**config.mk**
```make
export PLATFORM = sky130hd
export DESIGN_NAME = axil_wr_guard
export DESIGN_NICKNAME = d
export VERILOG_FILES = /design/src/rtl/axil_wr_guard.sv
export SDC_FILE = /design/constraint.sdc
export NUM_CORES = 1
export LEC_CHECK = 0
export CAP_MARGIN = 20
export CORE_MARGIN = 4
export CORE_UTILIZATION = 39
export CTS_BUF_LIST = sky130_fd_sc_hd__clkbuf_4
export DETAILED_ROUTE_END_ITERATION = 6
export GPL_TIMING_DRIVEN = 0
export PLACE_DENSITY = 0.87
export SLEW_MARGIN = 5
export SYNTH_ARGS = -nofsm -noshare
export SYNTH_HDL_FRONTEND = slang
export SYNTH_SLANG_ARGS = --single-unit
```
**constraint.sdc**
```tcl
create_clock -name clk -period 1.55 [get_ports clk]
set_input_delay 0.155 -clock clk [delete_from_list [all_inputs] [get_ports clk]]
set_output_delay 0.155 -clock clk [all_outputs]
set_load 0.02 [all_outputs]
```
**src/rtl/axil_wr_guard.sv**
```systemverilog
// Single-outstanding AXI4-Lite write guard: captures one AW/W pair, replays it downstream and
// converts a hung slave into SLVERR. Optional statistics counters under AXIL_WR_GUARD_STATS_EN.
module axil_wr_guard #(
  parameter int ADDR_W         = 32,
  parameter int TIMEOUT_CYCLES = 1024
) (
  input  logic              clk,
  input  logic              rst_n,
  // upstream (from init master)
  input  logic [ADDR_W-1:0] s_axi_awaddr,
  input  logic              s_axi_awvalid,
  output logic              s_axi_awready,
  input  logic [31:0]       s_axi_wdata,
  input  logic [3:0]        s_axi_wstrb,
  input  logic              s_axi_wvalid,
  output logic              s_axi_wready,
  output logic [1:0]        s_axi_bresp,
  output logic              s_axi_bvalid,
  input  logic              s_axi_bready,
  // downstream (to core)
  output logic [ADDR_W-1:0] m_axi_awaddr,
  output logic              m_axi_awvalid,
  input  logic              m_axi_awready,
  output logic [31:0]       m_axi_wdata,
  output logic [3:0]        m_axi_wstrb,
  output logic              m_axi_wvalid,
  input  logic              m_axi_wready,
  input  logic [1:0]        m_axi_bresp,
  input  logic              m_axi_bvalid,
  output logic              m_axi_bready,
  // status
  input  logic              err_clr,
  output logic              err_timeout,
  output logic              err_resp,
  output logic              busy,
  output logic [15:0]       wr_count,
  output logic [15:0]       err_count
);

  localparam int CW = $clog2(TIMEOUT_CYCLES);
  localparam logic [CW-1:0] TLAST = CW'(TIMEOUT_CYCLES - 1);

  typedef enum logic [1:0] {ST_IDLE, ST_ISSUE, ST_RESP, ST_RETURN} state_e;

  state_e            state_q, state_d;
  logic              rdy_en_q, rdy_en_d;
  logic              aw_held_q, aw_held_d;
  logic              w_held_q, w_held_d;
  logic [ADDR_W-1:0] addr_q, addr_d;
  logic [31:0]       data_q, data_d;
  logic [3:0]        strb_q, strb_d;
  logic              awv_q, awv_d;
  logic              wv_q, wv_d;
  logic [1:0]        bresp_q, bresp_d;
  logic [CW-1:0]     tcnt_q, tcnt_d;
  logic              stale_q, stale_d;
  logic              err_to_q, err_to_d;
  logic              err_rs_q, err_rs_d;
  logic              to_set, rs_set;
  logic              aw_done, w_done;

  always_comb begin
    state_d       = state_q;
    rdy_en_d      = 1'b1;
    aw_held_d     = aw_held_q;
    w_held_d      = w_held_q;
    addr_d        = addr_q;
    data_d        = data_q;
    strb_d        = strb_q;
    awv_d         = awv_q;
    wv_d          = wv_q;
    bresp_d       = bresp_q;
    tcnt_d        = tcnt_q;
    stale_d       = stale_q;
    to_set        = 1'b0;
    rs_set        = 1'b0;
    aw_done       = !awv_q || m_axi_awready;
    w_done        = !wv_q || m_axi_wready;
    s_axi_awready = 1'b0;
    s_axi_wready  = 1'b0;
    s_axi_bvalid  = 1'b0;
    m_axi_bready  = 1'b0;

    case (state_q)
      ST_IDLE: begin
        // rdy_en_q keeps both readies low for the first cycle out of reset
        s_axi_awready = rdy_en_q && !aw_held_q;
        s_axi_wready  = rdy_en_q && !w_held_q;
        if (s_axi_awvalid && s_axi_awready) begin
          aw_held_d = 1'b1;
          addr_d    = s_axi_awaddr;
        end
        if (s_axi_wvalid && s_axi_wready) begin
          w_held_d = 1'b1;
          data_d   = s_axi_wdata;
          strb_d   = s_axi_wstrb;
        end
        // late response from a previously timed-out write is swallowed here
        m_axi_bready = stale_q;
        if (stale_q && m_axi_bvalid) stale_d = 1'b0;
        if (aw_held_d && w_held_d) begin
          state_d = ST_ISSUE;
          awv_d   = 1'b1;
          wv_d    = 1'b1;
          tcnt_d  = '0;
        end
      end
      ST_ISSUE: begin
        if (awv_q && m_axi_awready) awv_d = 1'b0;
        if (wv_q && m_axi_wready)   wv_d  = 1'b0;
        tcnt_d = tcnt_q + 1'b1;
        if (aw_done && w_done) begin
          state_d = ST_RESP;
          tcnt_d  = '0;
        end else if (tcnt_q == TLAST) begin
          awv_d   = 1'b0;
          wv_d    = 1'b0;
          bresp_d = 2'b10;
          to_set  = 1'b1;
          stale_d = aw_done || w_done;
          state_d = ST_RETURN;
        end
      end
      ST_RESP: begin
        m_axi_bready = 1'b1;
        tcnt_d       = tcnt_q + 1'b1;
        if (m_axi_bvalid) begin
          bresp_d = m_axi_bresp;
          rs_set  = |m_axi_bresp;
          state_d = ST_RETURN;
        end else if (tcnt_q == TLAST) begin
          bresp_d = 2'b10;
          to_set  = 1'b1;
          stale_d = 1'b1;
          state_d = ST_RETURN;
        end
      end
      ST_RETURN: begin
        s_axi_bvalid = 1'b1;
        if (s_axi_bready) begin
          aw_held_d = 1'b0;
          w_held_d  = 1'b0;
          state_d   = ST_IDLE;
        end
      end
      default: state_d = ST_IDLE;
    endcase

    err_to_d = to_set || (err_to_q && !err_clr);
    err_rs_d = rs_set || (err_rs_q && !err_clr);
  end

  always_ff @(posedge clk or negedge rst_n) begin
    if (!rst_n) begin
      state_q   <= ST_IDLE;
      rdy_en_q  <= 1'b0;
      aw_held_q <= 1'b0;
      w_held_q  <= 1'b0;
      addr_q    <= '0;
      data_q    <= '0;
      strb_q    <= 4'h0;
      awv_q     <= 1'b0;
      wv_q      <= 1'b0;
      bresp_q   <= 2'b00;
      tcnt_q    <= '0;
      stale_q   <= 1'b0;
      err_to_q  <= 1'b0;
      err_rs_q  <= 1'b0;
    end else begin
      state_q   <= state_d;
      rdy_en_q  <= rdy_en_d;
      aw_held_q <= aw_held_d;
      w_held_q  <= w_held_d;
      addr_q    <= addr_d;
      data_q    <= data_d;
      strb_q    <= strb_d;
      awv_q     <= awv_d;
      wv_q      <= wv_d;
      bresp_q   <= bresp_d;
      tcnt_q    <= tcnt_d;
      stale_q   <= stale_d;
      err_to_q  <= err_to_d;
      err_rs_q  <= err_rs_d;
    end
  end

  assign m_axi_awaddr  = addr_q;
  assign m_axi_awvalid = awv_q;
  assign m_axi_wdata   = data_q;
  assign m_axi_wstrb   = strb_q;
  assign m_axi_wvalid  = wv_q;
  assign s_axi_bresp   = bresp_q;
  assign err_timeout   = err_to_q;
  assign err_resp      = err_rs_q;
  assign busy          = (state_q != ST_IDLE);

`ifdef AXIL_WR_GUARD_STATS_EN
  logic [15:0] wr_cnt_q, err_cnt_q;

  // saturating counters, advanced on the upstream B handshake only
  always_ff @(posedge clk or negedge rst_n) begin
    if (!rst_n) begin
      wr_cnt_q  <= 16'h0000;
      err_cnt_q <= 16'h0000;
    end else if (s_axi_bvalid && s_axi_bready) begin
      if (wr_cnt_q != 16'hFFFF) wr_cnt_q <= wr_cnt_q + 16'h0001;
      if ((bresp_q != 2'b00) && (err_cnt_q != 16'hFFFF)) err_cnt_q <= err_cnt_q + 16'h0001;
    end
  end

  assign wr_count  = wr_cnt_q;
  assign err_count = err_cnt_q;
`else
  assign wr_count  = 16'h0000;
  assign err_count = 16'h0000;
`endif

endmodule

```
==> impl_metrics.json, run 1 <==
{
  "status": "finished, violations left",
  "violations": "setup timing",
  "antennaDiodeCount": 0,
  "fillerInstances": 816,
  "place_congestion": 0.810,
  "htreeDepth": 3,
  "grt_setup_unrepaired": "yes",
  "grt_usage": 0.182,
  "grt_pass1_vias": 3573,
  "clock_skew_ps": 20.0,
  "postPlaceCellArea_mm2": 0.00619,
  "synth-seq-cells": 90,
  "crit_start": "state_q[1]",
  "power.leakage_nw": 3.30,
  "via_count": 3388,
  "fmax_mhz": 579,
  "coreArea_mm2": 0.0105,
  "cp.arrival_ps": 2060,
  "yosysUniqueCellTypes": 49,
  "cts_buffers": 9,
  "ir_drop_mv": 0.869,
  "layout_min_cycle_time_ps": 1730,
  "syn-cell-area_mm2": 0.00427,
  "setup_viol": 81,
  "final.setup.tns_ps": -8330,
  "overflow": 0,
  "grt_max_degree": 56,
  "wl_per_cell_um": 17.1,
  "final_common_cell": "dfrtp_1",
  "drive_above_1_share": 0.345,
  "avgSynthCellArea_um2": 13.1,
  "dp_hpwl_mm": 8.53,
  "drv_cap": 0,
  "cp.required_ps": 1880,
  "multi_input_area_mm2": 0.00194,
  "report.final.slew_viol_count": 0,
  "final_core_util": 0.640,
  "postLayoutCellArea_mm2": 0.00673,
  "vias_per_cell": 4.90,
  "ys_seq_area_frac": 0.528,
  "grt_pass1_wl_mm": 18.6,
  "ys_warn_count": 0,
  "dpl.cell_count": 650,
  "regArea_mm2": 0.00225,
  "antenna_found_initial": 0,
  "finalCritPeriodShare": 1.11,
  "clk_pin_slew_ps": 140,
  "cts_sinks": 90,
  "nets": 637,
  "worstSetupPathType": "flip-flop to flip-flop",
  "start_kind": "flip-flop",
  "stdcell_count": 692,
  "critPathMaxFanout": 7,
  "start_util": 0.406,
  "rows": 37,
  "drtPass1Iterations": 4,
  "setup_ws_ps": -178,
  "power_density_mw_per_mm2": 1670,
  "hold_class": "primary input to async pin",
  "synth-async-reset-ratio": 1.00,
  "drcViolationCount": 0,
  "final_antenna_net_count": 0,
  "cts_buffer_depth": 2,
  "holdWs_ps": 221,
  "portBuffers": 157,
  "hold_violations": 0,
  "syn_to_final_growth_pct": 57.7,
  "ys.flop_type": "dfrtp_1",
  "syn_inst": 325,
  "routed_wl_mm": 11.8,
  "die_w_um": 113,
  "cp-end-kind": "flip-flop",
  "die-area_mm2": 0.0127,
  "rr_startpoint": "state_q[1]",
  "cts_tree": "done",
  "mostFrequentLayoutCells": "89 x dfrtp_1, 77 x clkdlybuf4s50_1, 74 x dlygate4sd2_1",
  "fp.dieH_um": 113,
  "io_pins": 190,
  "cts_root_buffer": "clkbuf_4",
  "clk_latency_ps": 440,
  "synth_edf_count": 0,
  "drt_iter0_drc": 178
}
## stage by stage
stage / power (mW) / setup WS, ps
floorplan: 7.29 / -172
global placement: 9.86 / -2870
detailed placement: 10.1 / -452
CTS: 10.8 / -181
global route: 11.9 / -209
finish: 11.3 / -178
## where the power goes
group	internal, mW	switching, mW	leakage (nW)
Combinational	3.08	3.19	2.13
Sequential	3.34	0.541	1.11
Clock	0.335	0.781	0.0559
Total	6.75	4.52	3.30
## sequential cells by signal, indices dropped and copies added, names as in the netlist, 2 cells and up
signal and cells:
m_axi_awaddr 32, m_axi_wdata 32, m_axi_wstrb 4, s_axi_bresp 2
state_q 2, tcnt_q 10
## worst max-delay path, stage by stage, from the launching register on
cell and delay (ps):
dfrtp_2 480, inv_4 90, ha_4 170, nand2_4 80, nor2_4 130, nand2_4 130
bufbuf_16 290, mux2_2 270
## cells by family (layout without fill, tap and decap cells)
| group | Yosys count | after routing | share of synthesized area |
|---|---|---|---|
| simple gates | 42 | 42 | 0.0584 |
| mux | 69 | 69 | 0.208 |
| buf+inv | 54 | 254 | 0.0877 |
| other cells | 2 | 33 | 0.00176 |
| fa+ha+maj | 6 | 6 | 0.0176 |
| compound gates | 62 | 62 | 0.0985 |
| flops | 90 | 90 | 0.528 |
## final timing paths
check | slack [ps] | cells past startpoint | to
setup reg to reg | -180 | 7 | m_axi_awaddr[14]
hold / removal | 220 | 2 | m_axi_awaddr[10]
min in group clk | 310 | 3 | s_axi_bresp[0]
hold reg to reg | 510 | 1 | m_axi_wstrb[0]
setup / recovery | -180 | 7 | m_axi_awaddr[14]
max in group asynchronous | 670 | 3 | state_q[1]
## synth_stat cells (all sizes together), types with 2 or more instances
master / n / area [um^2]
dfrtp: 90 / 2250
mux2: 68 / 878
buf: 41 / 325
o21ai: 22 / 114
inv: 11 / 41.3
nor2: 10 / 52.6
nand2: 8 / 47.6
o211ai: 8 / 65.1
o2111ai: 7 / 61.3
a21oi: 6 / 30.0
ha: 6 / 75.1
nand3: 6 / 30.0
or2: 4 / 25.0
and4: 3 / 28.8
nor3: 3 / 15.0
o21a: 3 / 22.5
a22o: 2 / 17.5
a2bb2oi: 2 / 17.5
a31oi: 2 / 12.5
clkbuf: 2 / 7.51
conb: 2 / 7.51
nand2b: 2 / 12.5
nand4: 2 / 12.5
o22ai: 2 / 12.5
## cell type report
cell class | instances | share of cell area
sequential | 90 | 0.335
multi-input combinational | 212 | 0.288
timing repair buffer | 186 | 0.270
buffer | 42 | 0.0586
tap | 136 | 0.0253
clock buffer | 10 | 0.0112
inverter | 11 | 0.00651
clock inverter | 5 | 0.00484
## routing by layer
metal | track usage | vias up | wire [um]
met5 | 0 | - | 0
met4 | 0.0665 | 0 | 244
met3 | 0.0415 | 22 | 911
met2 | 0.324 | 158 | 6230
met1 | 0.214 | 1651 | 4440
li1 | - | 1557 | -
## repair_timing
action                                 4_1_cts  5_1_grt
setup buffers                               13       10
pin swaps                                    2       14
gates resized for setup                    126       45
endpoints found under the hold margin       35        0
hold buffers                                 1        0
setup endpoints to repair                  161       88
cloned                                       3        2
Power figures use the tool's default switching activity.
==> inputs of run 2 (changes only) <==
--- a/config.mk
+++ b/config.mk
@@ -7,11 +7,11 @@
 export LEC_CHECK = 0
 export CAP_MARGIN = 20
 export CORE_MARGIN = 4
-export CORE_UTILIZATION = 39
+export CORE_UTILIZATION = 47
 export CTS_BUF_LIST = sky130_fd_sc_hd__clkbuf_4
 export DETAILED_ROUTE_END_ITERATION = 6
 export GPL_TIMING_DRIVEN = 0
-export PLACE_DENSITY = 0.87
+export PLACE_DENSITY = 0.95
 export SLEW_MARGIN = 5
 export SYNTH_ARGS = -nofsm -noshare
 export SYNTH_HDL_FRONTEND = slang
==> constraint.sdc (replaced) <==
create_clock -name clk -period 2.1 [get_ports clk]
set_input_delay 0.21 -clock clk [delete_from_list [all_inputs] [get_ports clk]]
set_output_delay 0.21 -clock clk [all_outputs]
set_load 0.02 [all_outputs]
==> run 2 against run 1 <==
The run now ends clean. Core utilization rose by 7.9 points. Combinational power fell by 29%. Register-to-register slack improved by 420 ps. First-iteration DRC count fell by 12%. Clock skew rose by 3.7 ps. Critical path depth fell by 2. Clock-buffer cell count fell by 1. Sequential share of layout area rose by 2.2 points. Total power fell by 25%. Wire length fell by 7.5%. Clock power barely moved. Global-route usage rose by 1.8 points. Critical endpoint is now m_axi_bready.
==> impl_metrics.json, run 2 (synthesized netlist as in run 1, its figures left out) <==
{
  "grt_max_degree": 59,
  "final.setup.tns_ps": 0,
  "grt_setup_unrepaired": "no",
  "final_core_util": 0.719,
  "die-area_mm2": 0.0107,
  "cts_root_buffer": "clkbuf_4",
  "critPathMaxFanout": 10,
  "cp.arrival_ps": 1790,
  "io_pins": 190,
  "cpPeakStageDelay_ps": 430,
  "p_total_mw": 8.48,
  "grt_pass1_wl_mm": 16.7,
  "dp_hpwl_mm": 8.36,
  "cts_buffer_depth": 2,
  "grt_usage": 0.201,
  "slowest_stage": "dfrtp_1",
  "relSlewSlack": 0.620,
  "multi_input_area_mm2": 0.00176,
  "report.final.slew_viol_count": 0,
  "cts_tree": "done",
  "mostFrequentLayoutCells": "152 x clkdlybuf4s50_1, 90 x dfrtp_1, 35 x buf_4, 35 x mux2_2, 33 x conb_1",
  "fmax_mhz": 500,
  "worstSetupPathType": "flip-flop to primary output",
  "drtPass1Iterations": 4,
  "drv_cap": 0,
  "worst_pin_slew_ps": 567,
  "antenna_found_initial": 0,
  "rr_startpoint": "state_q[1]",
  "grt_pass1_vias": 3350,
  "cts_buffers": 9,
  "clk_latency_ps": 450,
  "setup_viol": 0,
  "vias_per_cell": 5.02,
  "fillerInstances": 602,
  "drcViolationCount": 0,
  "antennaDiodeCount": 0,
  "layout_min_cycle_time_ps": 2000,
  "r2r-end": "tcnt_q[6]",
  "ff2ff_setup_slack_ps": 240,
  "overflow": 0,
  "portBuffers": 157,
  "die_w_um": 103,
  "cp.required_ps": 1890,
  "drive_above_1_share": 0.263,
  "wl_per_cell_um": 17.1,
  "status": "finished, final reports clean",
  "hold_class": "primary input to async pin",
  "start_util": 0.487,
  "start_kind": "flip-flop",
  "via_count": 3211,
  "postLayoutCellArea_mm2": 0.00630,
  "nets": 612,
  "hold_violations": 0,
  "syn_to_final_growth_pct": 47.7,
  "clk_pin_slew_ps": 150,
  "clock_skew_ps": 23.7,
  "rows": 34,
  "power.leakage_nw": 2.91,
  "cts_sinks": 90,
  "r2r_cells": 6,
  "finalCritPeriodShare": 0.952,
  "postPlaceCellArea_mm2": 0.00611,
  "drt_iter0_drc": 157,
  "final_antenna_net_count": 0,
  "place_congestion": 0.871,
  "power_density_mw_per_mm2": 1350,
  "regArea_mm2": 0.00225,
  "htreeDepth": 3,
  "routed_wl_mm": 10.9,
  "coreArea_mm2": 0.00876,
  "cp-end-kind": "primary output",
  "fp.dieH_um": 103,
  "final_common_cell": "clkdlybuf4s50_1",
  "crit_chain": "buf_4 -> ha_2 -> clkbuf_8 -> a21o_1 -> clkdlybuf4s15_2",
  "ir_drop_mv": 0.740
}
[run 2: worst max-delay path, delay by kind of cell, from the launching register on]
family	cells	cell delay, ps
AO/OA/AOI/OAI	1	150
adder cells (fa/ha/maj)	1	200
buffers and inverters	3	570
flip-flops	1	430
[run 2: timing repair]
item,in CTS,in global routing
setup endpoints to repair,4,3
endpoints found under the hold margin,32,0
hold buffers,1,0
gates resized for setup,13,3
setup buffers,0,1
[run 2: report_power, final]
part | internal, mW | switching (mW) | leakage, nW
Combinational | 2.32 | 2.12 | 1.71
Sequential | 2.46 | 0.454 | 1.11
Clock | 0.496 | 0.625 | 0.0901
[run 2: cell type report]
cell class / count / area share
clock inverter: 7 / 0.0161
buffer: 43 / 0.0544
tap: 108 / 0.0214
sequential: 90 / 0.357
clock buffer: 9 / 0.0107
timing repair buffer: 160 / 0.254
multi-input combinational: 212 / 0.279
inverter: 11 / 0.00655
[run 2: routing by layer]
metal | track usage | wire length, um | up-vias
met2 | 0.352 | 5730 | 137
met3 | 0.0456 | 874 | 13
met5 | 0 | 0 | -
met1 | 0.245 | 4170 | 1561
met4 | 0.0647 | 160 | 0
li1 | - | - | 1500
[run 2: how the worst max path moves through the flow]
stage | start | to | slack (ps) | cells after the start
4_1_cts | state_q[0] | s_axi_awready | 1 | 6
3_3_place_gp | rst_n | m_axi_wdata[17] | -2340 | 1
5_1_grt | state_q[1] | m_axi_bready | 20 | 5
2_1_floorplan | state_q[0] | m_axi_wdata[10] | 360 | 8
3_5_place_dp | state_q[0] | m_axi_bready | -50 | 5
6_report | state_q[1] | m_axi_bready | 100 | 5
[run 2: stage by stage]
step / hold WS [ps] / setup slack [ps] / instances
after CTS: 243 / 1.29 / 639
after detailed placement: 197 / -52.9 / 622
final: 244 / 101 / 640
after global routing: 256 / 24.7 / 640
after floorplan: -85.6 / 363 / 356
after global placement: 473 / -2340 / 621
